### src/rtl/dmem_arbiter_pkg.sv
// Shared types and defaults for the data-memory arbiter.
package dmem_arb_pkg;

  localparam int unsigned DEF_ADDR_W = 8;
  localparam int unsigned DEF_DATA_W = 16;
  localparam int unsigned STARVE_W   = 4;   // holds STARVE_LIMIT up to 15

  // FSM states: IDLE grants; the *_RD states are the memory read-latency cycle.
  typedef enum logic [1:0] {
    IDLE    = 2'd0,
    CPU_RD  = 2'd1,
    HOST_RD = 2'd2
  } arb_state_e;

  // Which requester owns the memory port in the current IDLE cycle.
  typedef enum logic [1:0] {
    GNT_NONE = 2'd0,
    GNT_CPU  = 2'd1,
    GNT_HOST = 2'd2
  } gnt_src_e;

  // Saturating 16-bit increment for statistics counters.
  function automatic logic [15:0] sat_inc16(input logic [15:0] v);
    return (v == 16'hFFFF) ? v : v + 16'd1;
  endfunction

endpackage

### src/rtl/dmem_arbiter_if.sv
// Bundle of CPU, host and memory-side signals around the data-memory arbiter.
// Handshake: cpu_req is held until cpu_ready; host_req (and its fields) is held
// until host_gnt; host read data arrives with host_rvalid the cycle after grant.
interface dmem_arbiter_if import dmem_arb_pkg::*; #(
  parameter int unsigned ADDR_W = DEF_ADDR_W,
  parameter int unsigned DATA_W = DEF_DATA_W
);
  logic              cpu_req;
  logic              cpu_we;
  logic [ADDR_W-1:0] cpu_addr;
  logic [DATA_W-1:0] cpu_wdata;
  logic [DATA_W-1:0] cpu_rdata;
  logic              cpu_stall;
  logic              cpu_ready;
  logic              host_req;
  logic              host_we;
  logic [ADDR_W-1:0] host_addr;
  logic [DATA_W-1:0] host_wdata;
  logic              host_gnt;
  logic              host_rvalid;
  logic [DATA_W-1:0] host_rdata;
  logic [ADDR_W-1:0] mem_addr;
  logic [DATA_W-1:0] mem_wdata;
  logic              mem_wren;
  logic [DATA_W-1:0] mem_q;

  // Arbiter side.
  modport slave (
    input  cpu_req, cpu_we, cpu_addr, cpu_wdata,
    input  host_req, host_we, host_addr, host_wdata,
    input  mem_q,
    output cpu_rdata, cpu_stall, cpu_ready,
    output host_gnt, host_rvalid, host_rdata,
    output mem_addr, mem_wdata, mem_wren
  );

  // Requesters and memory side.
  modport master (
    output cpu_req, cpu_we, cpu_addr, cpu_wdata,
    output host_req, host_we, host_addr, host_wdata,
    output mem_q,
    input  cpu_rdata, cpu_stall, cpu_ready,
    input  host_gnt, host_rvalid, host_rdata,
    input  mem_addr, mem_wdata, mem_wren
  );
endinterface

### src/rtl/dmem_arbiter_stats.sv
// Saturating usage counters for the arbiter: CPU stall cycles and host grants.
// Only present when DMEM_ARB_STATS_EN is defined.
`ifdef DMEM_ARB_STATS_EN
module dmem_arb_stats import dmem_arb_pkg::*; (
  input  logic        clock_i,
  input  logic        reset_i,
  input  logic        stall_i,
  input  logic        host_gnt_i,
  output logic [15:0] stall_cnt_o,
  output logic [15:0] host_cnt_o
);
  logic [15:0] stall_cnt_q, stall_cnt_d;
  logic [15:0] host_cnt_q,  host_cnt_d;

  // Next-count: bump each counter on its event, stick at all-ones.
  always_comb begin
    stall_cnt_d = stall_i    ? sat_inc16(stall_cnt_q) : stall_cnt_q;
    host_cnt_d  = host_gnt_i ? sat_inc16(host_cnt_q)  : host_cnt_q;
  end

  // Counter registers, cleared by reset.
  always_ff @(posedge clock_i) begin
    if (reset_i) begin
      stall_cnt_q <= '0;
      host_cnt_q  <= '0;
    end else begin
      stall_cnt_q <= stall_cnt_d;
      host_cnt_q  <= host_cnt_d;
    end
  end

  assign stall_cnt_o = stall_cnt_q;
  assign host_cnt_o  = host_cnt_q;
endmodule
`endif

### src/rtl/dmem_arbiter.sv
// Arbitrates the single-port synchronous data memory (registered address,
// 1-cycle read latency) between the core's lw/sw path and a host loader port.
// CPU has priority; a starvation counter lets the host win after STARVE_LIMIT
// waiting cycles. Optional macro DMEM_ARB_STATS_EN adds stat_stall_cnt and
// stat_host_cnt outputs.
module dmem_arbiter import dmem_arb_pkg::*; #(
  parameter int unsigned ADDR_W       = DEF_ADDR_W,
  parameter int unsigned DATA_W       = DEF_DATA_W,
  parameter int unsigned STARVE_LIMIT = 4
) (
  input  logic          clock,
  input  logic          reset,
  dmem_arbiter_if.slave bus,
  output arb_state_e    dbg_state_o
`ifdef DMEM_ARB_STATS_EN
  ,
  output logic [15:0]   stat_stall_cnt,
  output logic [15:0]   stat_host_cnt
`endif
);
  localparam logic [STARVE_W-1:0] STARVE_LIM = STARVE_W'(STARVE_LIMIT);
  localparam logic [STARVE_W-1:0] STARVE_MAX = '1;

  arb_state_e        state_q, state_d;
  logic [STARVE_W-1:0] starve_q, starve_d;
  logic [ADDR_W-1:0] addr_q, addr_d;
  logic [DATA_W-1:0] wdata_q, wdata_d;
  gnt_src_e          gnt_src;
  logic              host_wins;
  logic              cpu_stall, cpu_ready, host_gnt, host_rvalid, mem_wren;
  logic [DATA_W-1:0] cpu_rdata, host_rdata;

  // Grant selection, next state and all handshake outputs. While reset is
  // high nothing is granted or completed, so a read in flight is dropped.
  always_comb begin
    state_d     = state_q;
    addr_d      = addr_q;
    wdata_d     = wdata_q;
    gnt_src     = GNT_NONE;
    cpu_stall   = 1'b0;
    cpu_ready   = 1'b0;
    host_gnt    = 1'b0;
    host_rvalid = 1'b0;
    mem_wren    = 1'b0;
    cpu_rdata   = '0;
    host_rdata  = '0;
    host_wins   = bus.host_req && (!bus.cpu_req || (starve_q >= STARVE_LIM));

    if (!reset && state_q == IDLE) begin
      if (host_wins)        gnt_src = GNT_HOST;
      else if (bus.cpu_req) gnt_src = GNT_CPU;
    end

    if (!reset) begin
      case (state_q)
        IDLE: begin
          if (gnt_src == GNT_HOST) begin
            host_gnt  = 1'b1;
            addr_d    = bus.host_addr;
            wdata_d   = bus.host_wdata;
            mem_wren  = bus.host_we;
            cpu_stall = bus.cpu_req;   // CPU lost this cycle
            if (!bus.host_we) state_d = HOST_RD;
          end else if (gnt_src == GNT_CPU) begin
            addr_d    = bus.cpu_addr;
            wdata_d   = bus.cpu_wdata;
            mem_wren  = bus.cpu_we;
            cpu_ready = bus.cpu_we;    // sw completes immediately
            cpu_stall = !bus.cpu_we;   // lw waits one cycle for mem_q
            if (!bus.cpu_we) state_d = CPU_RD;
          end
        end
        CPU_RD: begin
          cpu_rdata = bus.mem_q;
          cpu_ready = 1'b1;
          state_d   = IDLE;
        end
        HOST_RD: begin
          host_rvalid = 1'b1;
          host_rdata  = bus.mem_q;
          cpu_stall   = bus.cpu_req;
          state_d     = IDLE;
        end
        default: state_d = IDLE;
      endcase
    end

    if (host_gnt)                                      starve_d = '0;
    else if (bus.host_req && (starve_q != STARVE_MAX)) starve_d = starve_q + 1'b1;
    else                                               starve_d = starve_q;
  end

  // State, starvation counter and held memory address/data.
  always_ff @(posedge clock) begin
    if (reset) begin
      state_q  <= IDLE;
      starve_q <= '0;
      addr_q   <= '0;
      wdata_q  <= '0;
    end else begin
      state_q  <= state_d;
      starve_q <= starve_d;
      addr_q   <= addr_d;
      wdata_q  <= wdata_d;
    end
  end

  // The memory registers its address, so the new address is presented
  // combinationally in the grant cycle and held afterwards.
  assign bus.mem_addr    = addr_d;
  assign bus.mem_wdata   = wdata_d;
  assign bus.mem_wren    = mem_wren;
  assign bus.cpu_rdata   = cpu_rdata;
  assign bus.cpu_stall   = cpu_stall;
  assign bus.cpu_ready   = cpu_ready;
  assign bus.host_gnt    = host_gnt;
  assign bus.host_rvalid = host_rvalid;
  assign bus.host_rdata  = host_rdata;
  assign dbg_state_o     = state_q;

`ifdef DMEM_ARB_STATS_EN
  dmem_arb_stats u_stats (
    .clock_i     (clock),
    .reset_i     (reset),
    .stall_i     (cpu_stall),
    .host_gnt_i  (host_gnt),
    .stall_cnt_o (stat_stall_cnt),
    .host_cnt_o  (stat_host_cnt)
  );
`endif
endmodule

### src/flat_wrapper.sv
// flat-port wrapper written by rule: the top's interface ports become plain ports
module dmem_arbiter_flat import dmem_arb_pkg::*;
#(
  parameter int unsigned ADDR_W       = DEF_ADDR_W,
  parameter int unsigned DATA_W       = DEF_DATA_W,
  parameter int unsigned STARVE_LIMIT = 4
)
  (clock, reset, dbg_state_o, bus_cpu_req, bus_cpu_we, bus_cpu_addr, bus_cpu_wdata, bus_host_req, bus_host_we, bus_host_addr, bus_host_wdata, bus_mem_q, bus_cpu_rdata, bus_cpu_stall, bus_cpu_ready, bus_host_gnt, bus_host_rvalid, bus_host_rdata, bus_mem_addr, bus_mem_wdata, bus_mem_wren);
  dmem_arbiter_if #(.ADDR_W(ADDR_W), .DATA_W(DATA_W)) bus_i ();
  input  logic clock;
  input  logic reset;
  output arb_state_e dbg_state_o;
  input wire logic [$bits(bus_i.cpu_req)-1:0] bus_cpu_req;
  input wire logic [$bits(bus_i.cpu_we)-1:0] bus_cpu_we;
  input wire logic [$bits(bus_i.cpu_addr)-1:0] bus_cpu_addr;
  input wire logic [$bits(bus_i.cpu_wdata)-1:0] bus_cpu_wdata;
  input wire logic [$bits(bus_i.host_req)-1:0] bus_host_req;
  input wire logic [$bits(bus_i.host_we)-1:0] bus_host_we;
  input wire logic [$bits(bus_i.host_addr)-1:0] bus_host_addr;
  input wire logic [$bits(bus_i.host_wdata)-1:0] bus_host_wdata;
  input wire logic [$bits(bus_i.mem_q)-1:0] bus_mem_q;
  output wire logic [$bits(bus_i.cpu_rdata)-1:0] bus_cpu_rdata;
  output wire logic [$bits(bus_i.cpu_stall)-1:0] bus_cpu_stall;
  output wire logic [$bits(bus_i.cpu_ready)-1:0] bus_cpu_ready;
  output wire logic [$bits(bus_i.host_gnt)-1:0] bus_host_gnt;
  output wire logic [$bits(bus_i.host_rvalid)-1:0] bus_host_rvalid;
  output wire logic [$bits(bus_i.host_rdata)-1:0] bus_host_rdata;
  output wire logic [$bits(bus_i.mem_addr)-1:0] bus_mem_addr;
  output wire logic [$bits(bus_i.mem_wdata)-1:0] bus_mem_wdata;
  output wire logic [$bits(bus_i.mem_wren)-1:0] bus_mem_wren;
  assign bus_i.cpu_req = bus_cpu_req;
  assign bus_i.cpu_we = bus_cpu_we;
  assign bus_i.cpu_addr = bus_cpu_addr;
  assign bus_i.cpu_wdata = bus_cpu_wdata;
  assign bus_i.host_req = bus_host_req;
  assign bus_i.host_we = bus_host_we;
  assign bus_i.host_addr = bus_host_addr;
  assign bus_i.host_wdata = bus_host_wdata;
  assign bus_i.mem_q = bus_mem_q;
  assign bus_cpu_rdata = bus_i.cpu_rdata;
  assign bus_cpu_stall = bus_i.cpu_stall;
  assign bus_cpu_ready = bus_i.cpu_ready;
  assign bus_host_gnt = bus_i.host_gnt;
  assign bus_host_rvalid = bus_i.host_rvalid;
  assign bus_host_rdata = bus_i.host_rdata;
  assign bus_mem_addr = bus_i.mem_addr;
  assign bus_mem_wdata = bus_i.mem_wdata;
  assign bus_mem_wren = bus_i.mem_wren;
  dmem_arbiter #(.ADDR_W(ADDR_W), .DATA_W(DATA_W), .STARVE_LIMIT(STARVE_LIMIT)) u_core (.clock(clock), .reset(reset), .bus(bus_i), .dbg_state_o(dbg_state_o));
endmodule
### config.mk
export PLATFORM = sky130hd
export DESIGN_NAME = dmem_arbiter_flat
export DESIGN_NICKNAME = d
export VERILOG_FILES = /design/src/rtl/dmem_arbiter_pkg.sv /design/src/rtl/dmem_arbiter_if.sv /design/src/rtl/dmem_arbiter_stats.sv /design/src/rtl/dmem_arbiter.sv /design/src/flat_wrapper.sv
export SDC_FILE = /design/constraint.sdc
export NUM_CORES = 1
export LEC_CHECK = 0
export ABC_AREA = 1
export CORE_MARGIN = 1.5
export CORE_UTILIZATION = 45
export CTS_BUF_LIST = sky130_fd_sc_hd__clkbuf_16
export DETAILED_ROUTE_END_ITERATION = 8
export PLACE_DENSITY = 0.9
export SYNTH_ARGS = -nofsm -noshare
export SYNTH_HDL_FRONTEND = slang
export SYNTH_SLANG_ARGS = --single-unit
### constraint.sdc
create_clock -name clock -period 5.4 [get_ports clock]
set_clock_uncertainty 0.1 [all_clocks]
set_input_delay 0.54 -clock clock [delete_from_list [all_inputs] [get_ports clock]]
set_output_delay 0.54 -clock clock [all_outputs]
set_load 0.03 [all_outputs]
==> metrics.md, run 1 <==
| Metric | Value |
|---|---|
| Status | `complete, no violations` |
| Routed WL | `8820 um` |
| Die X | `81.3 um` |
| RSZ-0062 raised after global routing | `no` |
| Area share of xor/xnor cells in the synthesized design | `0%` |
| Final Worst Setup Slack | `0.559 ns` |
| Via density | `5.04` |
| Hold Buf Count CTS | `0` |
| Worst path slowest cell | `ha_1` |
| Post-synthesis compound-gate area fraction | `17.6%` |
| Total setup buffers inserted after CTS | `0` |
| Adder-Cell Fraction of Synth Area | `1.36%` |
| Total track usage | `26.4%` |
| Sum Neg Setup Slack | `0 ns` |
| Sink Count | `30` |
| GPL Wtd Cong | `0.850` |
| Wire length of the first global-routing pass | `13900 um` |
| Slew HR | `29.7%` |
| Post-synthesis mux area share | `0%` |
| Vias in the first global route | `3181` |
| CP required | `4.76 ns` |
| Crit path capture type | `output port` |
| Critical path class | `flop to output port` |
| Reg2reg start | `u_core.dbg_state_o[0]$_SDFFE_PP0P_` |
| Routed length per instance | `12.7 um` |
| Row Count | `28` |
| Launch point of the worst path | `u_core.dbg_state_o[0]$_SDFFE_PP0P_` |
| Fraction of final layout cells sized beyond drive strength 1 | `7.92%` |
| Crit path top cell by count | `a21oi_1` |
| CTS H-tree depth | `2` |
| Layout area overhead | `52.7%` |
| Num CTS Buffers | `5` |
| Period utilization | `89.7%` |
| Antenna violations before repair | `0` |
| Number of port buffers | `132` |
| Max-cap violations | `0` |
| Later-pin clock latency in the skew report | `0.28 ns` |
| Root buffer cell | `clkbuf_16` |
| Final worst path period need | `4.84 ns` |
| Syn Nets | `577` |
| Ports | `133` |
| Min-delay src | `u_core.addr_q[5]$_SDFF_PP0_` |
| Arr. time, crit path | `4.20 ns` |
| Drt initial violations | `247` |
| Post-Synthesis Cell Area | `2760 um2` |
| CP Launch Type | `flop` |
| Largest net degree at the start of global routing | `53` |
| Core area | `5920 um2` |
| Hold Path Class | `flop to flop` |
| Initial Utilization | `46.6%` |
| Worst-Margin Slew | `1.05 ns` |
| Register area share after synthesis | `21.8%` |
| Synth warn | `0` |
| Fmax | `207 MHz` |
| Setup WS pre-CTS | `0.752 ns` |
| CTS tree | `built` |
| TritonRoute pass-1 iters | `4` |
| Avg Cell Area, Syn | `5.47 um2` |
| Setup violators final | `0` |
| Maximum root-to-sink buffer count | `2` |
| Peak VDD IR | `139 uV` |
| Vias | `3495` |
| Synth Area in Simple Gates | `43.1%` |
| DRC violation count after routing | `0` |
| Critical Path, Cell by Cell | `nor2_8, nand2_4, nor2_1, ha_1, inv_2, or2_0, a21oi_1, a21oi_1, clkdlybuf4s50_1` |
| Cell variety after synth | `26` |
| Seq cells post-synth | `30` |
| Post-DRT Antenna Nets | `0` |
| Worst-path maximum fanout | `52` |
| Commonest non-fill, non-tap cell in the layout | `nand2_1` |
| Static Leakage | `1.92 nW` |
| Post-CTS Resized | `0` |
| Fin. max-slew vios | `0` |
| Dpl hpwl | `6200 um` |
| Gate count of the mapped netlist | `504` |
| CTS clock-pin slew for the worst setup and hold paths | `0.05 ns` |
| Pwr dens | `213 nW/um2` |
| Final total power | `894 uW` |
| Most frequent cells in the layout | `nand2_1 (186), clkdlybuf4s50_1 (126), inv_1 (73), a21oi_1 (53), nor2_1 (40)` |
| Die ar. | `6600 um2` |
| CP max stage delay | `0.72 ns` |
| Final hold violation count | `0` |
| N_diodes | `0` |
| Overflow after GRT | `0` |
| Nets | `691` |
| Die outline height | `81.3 um` |
| Largest family of logic cells by synthesized area | `simple AND/OR/NAND/NOR gates` |
[worst max-delay path: cells and delay by family (launching register included)]
family          cells  cell delay, ns
compound gates      2            0.25
simple gates        4            1.36
fa+ha+maj           1            0.72
flops               1            0.40
buf+inv             2            1.18
[cell type report]
| type | instances | area, um2 |
|---|---|---|
| Clock inverter | 3 | 40.0 |
| Multi-Input combinational cell | 366 | 1720 |
| Clock buffer | 5 | 125 |
| Sequential cell | 30 | 601 |
| Timing Repair Buffer | 135 | 1330 |
| Tap cell | 75 | 93.8 |
| Fill cell | 495 | 1710 |
| Inverter | 80 | 303 |
[sequential cells by signal, indices dropped and copies added (netlist names)]
name	count
u_core.wdata_q	16
u_core.dbg_state_o	2
u_core.addr_q	8
u_core.starve_q	4
[metrics by stage]
stage | instance area (um2) | hold WS (ns) | std cells | util, %
after floorplan | 2760 | 0.344 | 504 | -
after global placement | 4040 | 0.352 | 686 | 68.3
after detailed placement | 4040 | 0.355 | 686 | 68.3
after CTS | 4210 | 0.363 | 694 | 71.1
after global routing | 4210 | 0.387 | 694 | 71.1
final | 4210 | 0.364 | 694 | 71.1
[cell usage after synthesis]
cell / instances / area share [%]
nand2_1: 186 / 25
inv_1: 73 / 9.9
a21oi_1: 53 / 9.6
nor2_1: 40 / 5.4
dfxtp_1: 30 / 22
nand3_1: 29 / 5.3
or2_0: 22 / 5.0
a21oi_2: 20 / 6.4
buf_2: 15 / 2.7
clkbuf_1: 8 / 1.1
inv_2: 6 / 0.82
ha_1: 3 / 1.4
buf_1: 2 / 0.27
buf_6: 2 / 0.82
nor4_1: 2 / 0.45
o211ai_1: 2 / 0.54
o21ai_1: 2 / 0.36
a31oi_1: 1 / 0.23
buf_4: 1 / 0.27
inv_4: 1 / 0.23
nand2_4: 1 / 0.41
nor2_2: 1 / 0.23
nor2_8: 1 / 0.73
o21ai_0: 1 / 0.18
o21ai_2: 1 / 0.32
or2_2: 1 / 0.23
[routing by layer]
layer  routed length (um)  up-vias  global-route usage (%)
met1                 3590     1574                    32.0
li1                     -     1760                       -
met3                  707       13                    4.83
met4                   96        0                    8.79
met5                    0        -                       0
met2                 4420      148                    46.5
[where the power goes]
group	switching (mW)	total, mW	leakage (nW)	internal [mW]
sequential	0.00991	0.250	0.246	0.240
clock	0.100	0.316	0.0836	0.215
combinational	0.187	0.329	1.59	0.142
[path summary, 6_finish.rpt]
| kind | cells after the start | to | slack [ns] |
|---|---|---|---|
| hold reg to reg | 2 | u_core.addr_q[5]$_SDFF_PP0_ | 0.36 |
| hold / removal | 2 | u_core.addr_q[5]$_SDFF_PP0_ | 0.36 |
| setup reg to reg | 9 | u_core.wdata_q[10]$_SDFF_PP0_ | 2.07 |
| setup / recovery | 9 | bus_mem_addr[1] | 0.56 |
[cell families after synthesis]
logic type | count (synthesis)
compound gates | 80
fa+ha+maj | 3
buf+inv | 108
flops | 30
simple gates | 283
Note: power is estimated with default switching activity, not from simulation.
==> run 2: changes to the inputs <==
- CTS_CLUSTER_SIZE: unset -> 25
==> results of run 2 <==
No change in the layout: final DEF, timing and power equal those of run 1.
==> run 3: changes to the inputs <==
- CORE_UTILIZATION: 45 -> 40
- PLACE_DENSITY: 0.9 -> 0.81
==> run 3 against run 2 <==
Effect of this change: register-to-register slack better by 0.11 ns; global-route usage is 3.4 points lower; design area is 0.51% lower; hold slack worse by 0.0019 ns; sequential share of layout area is 0.072 points higher; wire length is 2.1% lower; fmax is 0.74% higher; total power is 7.3% lower; non-clock buffer count is 1 higher; critical path type unchanged; critical endpoint is now bus_mem_wdata[1]; highest routed layer unchanged.
==> metrics.md, run 3 (synthesis results as in run 1) <==
| Metric | Value |
|---|---|
| Final Worst Setup Slack | `0.595 ns (+0.0358 ns)` |
| Setup violators final | `0 (unchanged)` |
| Crit path capture type | `output port` |
| Fmax | `208 MHz (+0.74%)` |
| Critical path class | `flop to output port` |
| Via density | `4.88 (-3.1%)` |
| CTS tree | `built` |
| CP Launch Type | `flop` |
| Sum Neg Setup Slack | `0 ns (unchanged)` |
| Post-Layout Inst Area | `4190 um2 (-0.51%)` |
| Static Leakage | `1.91 nW (-0.39%)` |
| Final total power | `829 uW (-7.3%)` |
| Routed WL | `8630 um (-2.1%)` |
| Register-to-register setup slack | `2.18 ns (+0.11 ns)` |
| Final hold violation count | `0 (unchanged)` |
| Final core occ | `62.3% (-8.8 points)` |
| Most frequent cells in the layout | `nand2_1 (186), clkdlybuf4s50_1 (126), inv_1 (75), a21oi_1 (53), nor2_1 (40)` |
| Vias | `3412 (-2.4%)` |
| Initial Utilization | `41.0% (-5.5 points)` |
| Placed cells | `692 (+0.87%)` |
| Finished Layout Cells | `699 (+0.72%)` |
| Drt initial violations | `190 (-23%)` |
| Pwr dens | `198 nW/um2 (-6.8%)` |
| Antenna violations before repair | `0 (unchanged)` |
| Num CTS Buffers | `5 (unchanged)` |
| Max reg flops | `16 (unchanged)` |
| Top flop regs | `u_core.wdata_q (16), u_core.addr_q (8), u_core.starve_q (4)` |
| Final worst path period need | `4.81 ns (-0.0358 ns)` |
| Top reg by flops | `u_core.wdata_q` |
| Row Count | `30 (+7.1%)` |
| Wire length of the first global-routing pass | `14100 um (+1.8%)` |
| Routed length per instance | `12.3 um (-2.8%)` |
| Overflow after GRT | `0 (unchanged)` |
| Later-pin clock latency in the skew report | `0.27 ns (about the same)` |
| Post-CTS Resized | `0 (unchanged)` |
| Commonest non-fill, non-tap cell in the layout | `nand2_1` |
| Dpl hpwl | `6200 um (about the same)` |
| Worst-path maximum fanout | `28 (-46%)` |
| DRC violation count after routing | `0 (unchanged)` |
| Worst-Margin Slew | `0.762 ns (-0.291 ns)` |
| CTS clock-pin slew for the worst setup and hold paths | `0.05 ns (about the same)` |
| Arr. time, crit path | `4.17 ns (-0.03 ns)` |
| Hold slack final | `0.362 ns (-0.00187 ns)` |
| Fin. max-slew vios | `0 (unchanged)` |
| DP Area | `4050 um2 (+0.15%)` |
| TritonRoute pass-1 iters | `4 (unchanged)` |
| Die outline height | `86.0 um (+5.8%)` |
| Total track usage | `23.1% (-3.4 points)` |
| CTS H-tree depth | `2 (unchanged)` |
| Total setup buffers inserted after CTS | `0 (unchanged)` |
| Max-cap violations | `0 (unchanged)` |
| Maximum root-to-sink buffer count | `2 (unchanged)` |
| Core area | `6720 um2 (+13%)` |
| N_diodes | `0 (unchanged)` |
| Peak VDD IR | `125 uV (-9.8%)` |
| Status | `complete, no violations` |
| RSZ-0062 raised after global routing | `no` |
| Number of port buffers | `132 (unchanged)` |
| Nets | `692 (+0.14%)` |
| Vias in the first global route | `3128 (-1.7%)` |
| GPL Wtd Cong | `0.788 (-7.2%)` |
| Sink Count | `30 (unchanged)` |
| Setup WS pre-CTS | `0.418 ns (-0.334 ns)` |
| Ports | `133 (unchanged)` |
| Period utilization | `89.0% (-0.66 points)` |
| Die ar. | `7400 um2 (+12%)` |
| Root buffer cell | `clkbuf_16` |
| Slew HR | `49.2% (+19 points)` |
| Die X | `86.0 um (+5.8%)` |
| Hold Path Class | `flop to flop` |
| CP required | `4.76 ns (about the same)` |
| Hold Buf Count CTS | `0 (unchanged)` |
| Layout area overhead | `51.9%` |
| Post-DRT Antenna Nets | `0 (unchanged)` |
| Largest net degree at the start of global routing | `53 (unchanged)` |
| Fraction of final layout cells sized beyond drive strength 1 | `7.59% (-0.32 points)` |
==> run 3: changes by cell type in the layout (fill, tap and decap cells not counted) <==
cell,delta
buf_4,+1
o21ai_2,+1
inv_1,+2
o21ai_4,-1
nor2_4,+1
nor2_2,-1
bufinv_16,-1
clkinv_2,-2
==> run 3: layout make-up <==
type,instances,area (um2)
multi-input cells,366,1720
clock inverters,2,7.51
clock buffers,5,125
inverters,80,303
well taps,80,100
flip-flops and latches,30,601
repair buffers,136,1340
fillers,620,2530
==> run 3: power by group <==
part	total [mW]	switching (mW)	internal, mW
logic	0.327	0.184	0.143
registers	0.250	0.00996	0.240
clock network	0.252	0.0885	0.164
==> run 3: path summary, 6_finish.rpt <==
path	from	to	cells past startpoint
max	u_core.dbg_state_o[0]$_SDFFE_PP0P_	bus_mem_wdata[1]	12
min	u_core.addr_q[5]$_SDFF_PP0_	u_core.addr_q[5]$_SDFF_PP0_	2
max reg2reg	u_core.dbg_state_o[0]$_SDFFE_PP0P_	u_core.wdata_q[2]$_SDFF_PP0_	11
min reg2reg	u_core.addr_q[5]$_SDFF_PP0_	u_core.addr_q[5]$_SDFF_PP0_	2
==> run 3: routing by layer <==
metal	part of all wire [%]	global-route usage (%)	up-vias
met2	48	41.7	127
li1	-	-	1760
met4	0.79	5.72	0
met5	0	0	-
met3	6.5	3.66	7
met1	45	28.5	1518
==> run 3: worst max-delay path, stage by stage (launching register included) <==
cell,delay (ns)
dfxtp_1,0.38
nor2_8,0.40
nand2_4,0.31
inv_4,0.17
nand3_1,0.11
inv_1,0.07
ha_1,0.50
inv_2,0.35
nor2_4,0.57
nand2_1,0.15
a21oi_1,0.23
a21oi_2,0.05
clkdlybuf4s50_1,0.59
